--- src/rtl/i2s_transmit.sv ---
// I2S (Philips format) master transmitter with a one-pair holding buffer.
// sck, ws and sd are all generated from clk; sd and ws change only on sck falling edges.
module i2s_transmit #(
    parameter int SCK_DIV    = 1,
    parameter int WORD_WIDTH = 32
) (
    input  logic                  clk,
    input  logic                  rst,
    input  logic                  tx_en,
    input  logic [WORD_WIDTH-1:0] data_left,
    input  logic [WORD_WIDTH-1:0] data_right,
    input  logic                  tx_valid,
    output logic                  tx_ready,
    output logic                  sck,
    output logic                  ws,
    output logic                  sd,
    output logic                  underrun
);
    typedef enum logic [0:0] {
        IDLE = 1'b0,
        RUN  = 1'b1
    } state_t;

    localparam logic [7:0] DIV_LAST = 8'(SCK_DIV - 1);

    state_t                state_r;
    logic [7:0]            div_r;
    logic                  sck_r;
    logic                  ws_r;
    logic                  underrun_r;
    logic [5:0]            slot_r;
    logic [63:0]           shift_r;
    logic                  hold_full_r;
    logic [WORD_WIDTH-1:0] hold_left_r;
    logic [WORD_WIDTH-1:0] hold_right_r;

    logic                  accept_s;
    logic                  wrap_s;
    logic                  fall_s;
    logic                  load_s;
    logic [5:0]            slot_next_s;

    // Samples are MSB-aligned in a 32-bit slot; unused LSBs go out as zero.
    function automatic logic [31:0] align_slot(input logic [WORD_WIDTH-1:0] w);
        logic [31:0] t;
        t = 32'(w);
        return t << (32 - WORD_WIDTH);
    endfunction

    // Handshake acceptance, divider wrap and sck-fall/frame-load event decode.
    always_comb begin
        accept_s    = tx_valid && !hold_full_r;
        wrap_s      = 1'b0;
        fall_s      = 1'b0;
        load_s      = 1'b0;
        slot_next_s = slot_r + 6'd1;
        if ((state_r == RUN) && tx_en) begin
            wrap_s = (div_r == DIV_LAST);
            fall_s = wrap_s && sck_r;
            load_s = fall_s && (slot_next_s == 6'd1);
        end else begin
            wrap_s = 1'b0;
        end
    end

    // Enable FSM: bit clock generation, slot sequencing and the output shifter.
    always_ff @(posedge clk or negedge rst) begin
        if (!rst) begin
            state_r    <= IDLE;
            div_r      <= 8'd0;
            sck_r      <= 1'b0;
            ws_r       <= 1'b0;
            slot_r     <= 6'd0;
            shift_r    <= 64'd0;
            underrun_r <= 1'b0;
        end else begin
            underrun_r <= 1'b0;
            case (state_r)
                IDLE: begin
                    div_r   <= 8'd0;
                    sck_r   <= 1'b0;
                    ws_r    <= 1'b0;
                    slot_r  <= 6'd0;
                    shift_r <= 64'd0;
                    if (tx_en) begin
                        state_r <= RUN;
                    end else begin
                        state_r <= IDLE;
                    end
                end
                RUN: begin
                    if (!tx_en) begin
                        // Partial frame is abandoned; the holding register is untouched.
                        state_r <= IDLE;
                        div_r   <= 8'd0;
                        sck_r   <= 1'b0;
                        ws_r    <= 1'b0;
                        slot_r  <= 6'd0;
                        shift_r <= 64'd0;
                    end else begin
                        if (wrap_s) begin
                            div_r <= 8'd0;
                            sck_r <= !sck_r;
                        end else begin
                            div_r <= div_r + 8'd1;
                        end
                        if (fall_s) begin
                            slot_r <= slot_next_s;
                            ws_r   <= slot_next_s[5];
                            if (load_s) begin
                                if (hold_full_r) begin
                                    shift_r <= {align_slot(hold_left_r), align_slot(hold_right_r)};
                                end else begin
                                    shift_r    <= 64'd0;
                                    underrun_r <= 1'b1;
                                end
                            end else begin
                                shift_r <= {shift_r[62:0], 1'b0};
                            end
                        end
                    end
                end
                default: begin
                    state_r <= IDLE;
                end
            endcase
        end
    end

    // Holding register: filled by the handshake, emptied by a frame load.
    always_ff @(posedge clk or negedge rst) begin
        if (!rst) begin
            hold_full_r  <= 1'b0;
            hold_left_r  <= '0;
            hold_right_r <= '0;
        end else begin
            if (accept_s) begin
                hold_full_r  <= 1'b1;
                hold_left_r  <= data_left;
                hold_right_r <= data_right;
            end else if (load_s && hold_full_r) begin
                hold_full_r <= 1'b0;
            end else begin
                hold_full_r <= hold_full_r;
            end
        end
    end

    assign tx_ready = !hold_full_r;
    assign sck      = sck_r;
    assign ws       = ws_r;
    assign sd       = shift_r[63];
    assign underrun = underrun_r;

endmodule

--- config.mk ---
export PLATFORM = sky130hd
export DESIGN_NAME = i2s_transmit
export DESIGN_NICKNAME = d
export VERILOG_FILES = /design/src/rtl/i2s_transmit.sv
export SDC_FILE = /design/constraint.sdc
export NUM_CORES = 1
export LEC_CHECK = 0
export ABC_CLOCK_PERIOD_IN_PS = 2550
export CAP_MARGIN = 25
export CORE_MARGIN = 10
export CORE_UTILIZATION = 25
export CTS_CLUSTER_SIZE = 24
export DETAILED_ROUTE_END_ITERATION = 16
export PLACE_DENSITY = 0.45
export SLEW_MARGIN = 5
export SYNTH_ARGS = -nofsm -noshare
export SYNTH_HDL_FRONTEND = slang
export SYNTH_SLANG_ARGS = --single-unit
--- constraint.sdc ---
create_clock -name clk -period 2.55 [get_ports clk]
set_clock_uncertainty 0.1 [all_clocks]
set_input_delay 0.255 -clock clk [delete_from_list [all_inputs] [get_ports clk]]
set_output_delay 0.255 -clock clk [all_outputs]
set_load 0.01 [all_outputs]
# After elaboration in Yosys (flattened, before gate mapping)
# Index checks and enable logic that the tools add are counted.
# W data, S select, Z words.
dict set report op_classes {
  eq_ne 3
  n_bitwise 1
  muxes 28
  add_sub_neg 2
  n_reduce_logical 9
}
# cell count
set op_table {}
lappend op_table {{$mux W64} 4}
lappend op_table {{$pmux W64 S2} 1}
lappend op_table {{$mux W8} 2}
lappend op_table {{$pmux W8 S2} 1}
lappend op_table {{$mux W1} 15}
lappend op_table {{$mux W6} 2}
lappend op_table {{$pmux W6 S2} 1}
lappend op_table {{$add A8 B1 Y8 const B} 1}
lappend op_table {{$logic_not A8 Y1} 1}
lappend op_table {{$add A6 B1 Y6 const B} 1}
lappend op_table {{$eq A6 B1 Y1 const B} 1}
lappend op_table {{$ne A3 B2 Y1 const B} 2}
lappend op_table {{$logic_and A1 B1 Y1} 5}
lappend op_table {{$pmux W1 S2} 2}
lappend op_table {{$logic_not A1 Y1} 2}
lappend op_table {{$reduce_bool A2 Y1} 1}
lappend op_table {{$not A1 Y1} 1}
dict set report word_totals {
  output_inout_bits 5
  register_bits 147
  inputBits 68
  wordCells 53
}

# Depth between registers and ports, before layout
dict set report depth {
  word_depth 8
  depth_mapped 8
  ltp_nobuf 6
}

# Worst setup path after synthesis
# Ideal clock, no wire load.
dict set report synth_timing {
  kind {reg2reg}
  from {reg slot_r[0]}
  to {reg shift_r[12]}
  required_ns 2.318
  synth_period_minus_slack_ns 1.948
  path_buffers 2
  setup_ns 0.132
  t_arrival_ns 1.716
  stages_incl_launch_ff 9
  setup_slack_ns 0.602
  path_cell_list {dfrtp_1 ha_1 or2_2 o21ai_0 a22oi_1 buf_2 clkbuf_1 o211ai_1 o211ai_2}
}
dict set report synth_via {
  elab_chain_cells 8
}
# item line
set synth_rtl {}
lappend synth_rtl {{from (decl)} 31} ;# logic [5:0] slot_r;
lappend synth_rtl {{from (signal assigned)} 108} ;# slot_r <= slot_next_s;
lappend synth_rtl {{$add A6 B1 Y6} 56} ;# slot_next_s = slot_r + 6'd1;
lappend synth_rtl {{$eq A6 B1 Y1} 60} ;# load_s = fall_s && (slot_next_s == 6'd1);
lappend synth_rtl {{$logic_and A1 B1 Y1} 60}
lappend synth_rtl {{$mux W1} 57} ;# if ((state_r == RUN) && tx_en) begin
lappend synth_rtl {{$mux W64} 110} ;# if (load_s) begin
lappend synth_rtl {{$mux W64} 107} ;# if (fall_s) begin
lappend synth_rtl {{$mux W64} 92} ;# if (!tx_en) begin
lappend synth_rtl {{$pmux W64 S2} 78} ;# case (state_r)
lappend synth_rtl {{to (signal assigned)} 112} ;# shift_r <= {align_slot(hold_left_r), align_slot(hold_right_r)};
lappend synth_rtl {{to (signal assigned)} 118} ;# shift_r <= {shift_r[62:0], 1'b0};
lappend synth_rtl {{to (decl)} 32} ;# logic [63:0] shift_r;
# Every way passes these cells. The select of a mux whose other input is x is not followed.
# A chain may end at the register's enable or synchronous reset.

# Final worst setup path
dict set report layout_timing {
  from {reg slot_r[0]}
  to {reg shift_r[36]}
}
# Same word-level chain as after synthesis.

==> flow_summary.json <==
{
  "synthSimpleGateAreaFrac": 0.116,
  "clock_path_buffers": 2,
  "crit_family": "simple AND/OR/NAND/NOR gates",
  "synth_top_family_by_area": "compound AO/OA/AOI/OAI gates",
  "route.antenna.remaining_nets": 0,
  "intPower_mw": 4.64,
  "drc": 0,
  "p_seq_frac": 0.472,
  "reg2reg_depth": 7,
  "cpMaxStageDelayCell": "or2_4",
  "rsz0062_at_grt": "false",
  "critPathLaunchType": "register",
  "synthMuxAreaShare": 0.106,
  "grt_use_total": 0.0970,
  "grt_max_degree": 86,
  "synth_cell_types": 31,
  "netlist_top_cells_area": "dfrtp_1, o211ai_2, mux2_2",
  "grt_overflow": 0,
  "grt_antenna_before_repair": 0,
  "endpoint_kind": "register",
  "max_freq_ghz": 0.435,
  "slew_viol_final": 0,
  "rr_endpoint": "shift_r[36]$_DFFE_PN0P_",
  "outcome": "finished, final reports clean",
  "synth_seq_area_share": 0.526,
  "finalHoldViolCount": 0,
  "drt_wl_total_microns": 16800,
  "met1_usage": 0.130,
  "cp.arrival_ns": 2.49,
  "min_period_over_period": 0.902,
  "worstReg2RegStart": "slot_r[0]$_DFFE_PN0P_",
  "ys_warn_count": 0,
  "path_class": "reg -> reg",
  "period_minus_slack_ns": 2.30,
  "worstSetupStartpoint": "slot_r[0]$_DFFE_PN0P_",
  "crit_cells": 7,
  "setup_viol": 0,
  "clockPowerShare": 0.421,
  "dp_hpwl_microns": 10500,
  "core_sq_um": 27200,
  "synthAdderAreaFrac": 0.00721,
  "cts_buffers": 17,
  "power_switching_mw": 1.51,
  "viasPerCell": 4.67,
  "syn_area_per_cell_sq_um": 11.6,
  "ir_drop_uv": 422,
  "grt_pass1_wl_microns": 28000,
  "syn_to_final_growth_pct": 25.0,
  "synth.top_cell.area_share": 0.526,
  "post_cts_buffers": 0,
  "dr.pass1.iters": 6,
  "crit_fanout": 41,
  "synth_compound_area_frac": 0.184,
  "place.gp.congestion": 0.738,
  "ys_ff_latch": 146,
  "gr-usage-met3": 0.0192,
  "place_inst": 999,
  "instances_no_fill": 1032,
  "clock-sinks": 146,
  "cp-endpoint": "shift_r[36]$_DFFE_PN0P_",
  "path_clk_slew_ns": 0.06,
  "syn-num-nets": 670,
  "start_util": 0.256,
  "wl_per_cell_microns": 16.3,
  "first_global_vias": 5200,
  "die_width_microns": 187,
  "post-synth-top-count-cell": "dfrtp_1",
  "rows": 60,
  "cts_tree": "done",
  "power_leakage_nw": 3.64,
  "dieArea_sq_um": 34800,
  "worstPathCellList": "ha_1 -> or2_2 -> o21ai_0 -> a22oi_2 -> or2_4 -> buf_16 -> o211ai_2",
  "pin_count": 73,
  "cts.repair.resized": 0,
  "netlist_area_sq_um": 6950,
  "num_vias": 4823,
  "synth_cells": 598,
  "drt_iter0_markers": 297,
  "h-tree-depth": 4,
  "grtUsageMet2": 0.152,
  "clock-root-buffer": "clkbuf_16",
  "hp-class": "in -> reg",
  "numPortBuffers": 72,
  "tightest_slew_ns": 0.536,
  "synth_xor_area_frac": 0.0151,
  "diodes": 0,
  "clock_latency_ns": 0.42,
  "comb_power_share": 0.107,
  "synth_area_leader_cell": "dfrtp_1",
  "drive_above_1_share": 0.273,
  "worstPathRequired_ns": 2.74,
  "worstPathBufferInverterCount": 1,
  "top_usage_layer": "met2",
  "power_density_nw_per_um2": 708,
  "synthFlopType": "dfrtp_1",
  "max_stage_delay_ns": 0.46,
  "max_slew_margin": 0.643,
  "rrSetupSlack_ns": 0.25,
  "switching_share": 0.246,
  "yosys-top-cells-count": "dfrtp_1, nand2_1, nand3_1",
  "synth_edf_count": 0,
  "drv_cap": 0,
  "fin_nets": 719,
  "fin_tns_setup_ns": 0,
  "die_h_microns": 187,
  "synthArstFlopShare": 1.00
}
-- stage by stage --
| step | utilization | hold WS, ns | instance area, sq um | worst slack, ns | power, mW |
|---|---|---|---|---|---|
| 6_report | 0.319 | 0.247 | 8680 | 0.251 | 6.15 |
| 3_5_place_dp | 0.297 | 0.168 | 8070 | 0.233 | 3.63 |
| 4_1_cts | 0.319 | 0.232 | 8680 | 0.232 | 6.26 |
| 2_1_floorplan | - | -0.141 | 6950 | 0.602 | 3.28 |
| 5_1_grt | 0.319 | 0.239 | 8680 | 0.101 | 6.46 |
| 3_3_place_gp | 0.296 | 0.168 | 8040 | 0.0570 | 3.60 |
-- cells in the final DEF (no fill, tap or decap), types with 2 or more instances in the layout --
cell type        instances
nor2_1                  18
buf_4                    7
clkbuf_16               17
o211ai_2                60
nor2_4                   2
o211ai_1                66
xnor2_1                  2
clkdlybuf4s50_1         71
clkinv_4                 3
inv_1                    6
mux2_2                  64
buf_12                   6
and3_1                   3
bufinv_16                3
nand4_1                  2
clkbuf_1                 2
nand3_1                 71
dfrtp_1                145
ha_1                     4
nand2_1                 72
xor2_1                  10
clkinvlp_4               5
a21oi_1                  2
-- timing repair --
item | in CTS | in global routing
setup endpoints to repair | 0 | 0
hold buffers | 1 | 0
endpoints found under the hold margin | 52 | 0
-- worst min-delay path by stage --
stage	start	cells after the start	to
2_1_floorplan	rst	0	div_r[0]$_DFF_PN0_
5_1_grt	tx_en	1	state_r$_DFF_PN0_
6_report	tx_en	1	state_r$_DFF_PN0_
4_1_cts	tx_en	1	state_r$_DFF_PN0_
3_3_place_gp	rst	1	hold_left_r[2]$_DFFE_PN0P_
3_5_place_dp	rst	1	hold_left_r[2]$_DFFE_PN0P_
-- kinds of logic after synthesis --
family | after synthesis
AOI/OAI and AO/OA | 131
xor gates and xnor gates | 12
adders and majority gates | 4
buffers and inverters | 63
DFF | 146
muxes | 65
and+or+nand+nor | 177
-- worst register-to-register path: cells and delay by family (launching register included) --
| kind | cells | cell delay, ns |
|---|---|---|
| and+or+nand+nor | 2 | 0.60 |
| AOI/OAI and AO/OA | 3 | 0.49 |
| DFF | 1 | 0.40 |
| buffers and inverters | 1 | 0.32 |
| adders and majority gates | 1 | 0.26 |
-- flip-flops by register name, summed over array words and instances (netlist names) --
| name | flops |
|---|---|
| ws | 1 |
| div_r | 8 |
| hold_full_r | 1 |
| hold_right_r | 32 |
| sck | 1 |
| underrun | 1 |
| hold_left_r | 32 |
| slot_r | 5 |
| shift_r | 64 |
| state_r | 1 |
-- power groups by stage --
stage	clock [mW]	sequential, mW	combinational, mW
2_1_floorplan	0	2.84	0.439
3_3_place_gp	0	2.95	0.650
3_5_place_dp	0	2.96	0.673
4_1_cts	2.67	2.91	0.681
5_1_grt	2.77	2.96	0.734
6_report	2.59	2.90	0.660
-- layer usage --
metal,vias to the layer above,part of all wire
met3,18,0.027
met2,79,0.46
li1,2277,-
met5,-,0
met1,2449,0.50
met4,0,0.014
-- area by class of cell --
cell class / instances / area [sq um]
clock buffer: 20 / 447
clock inverter: 12 / 159
fill: 2761 / 18500
inverter: 6 / 22.5
multi-input combinational: 389 / 3000
sequential: 146 / 3650
tap: 372 / 465
timing repair buffer: 87 / 932
Power figures use the tool's default switching activity.
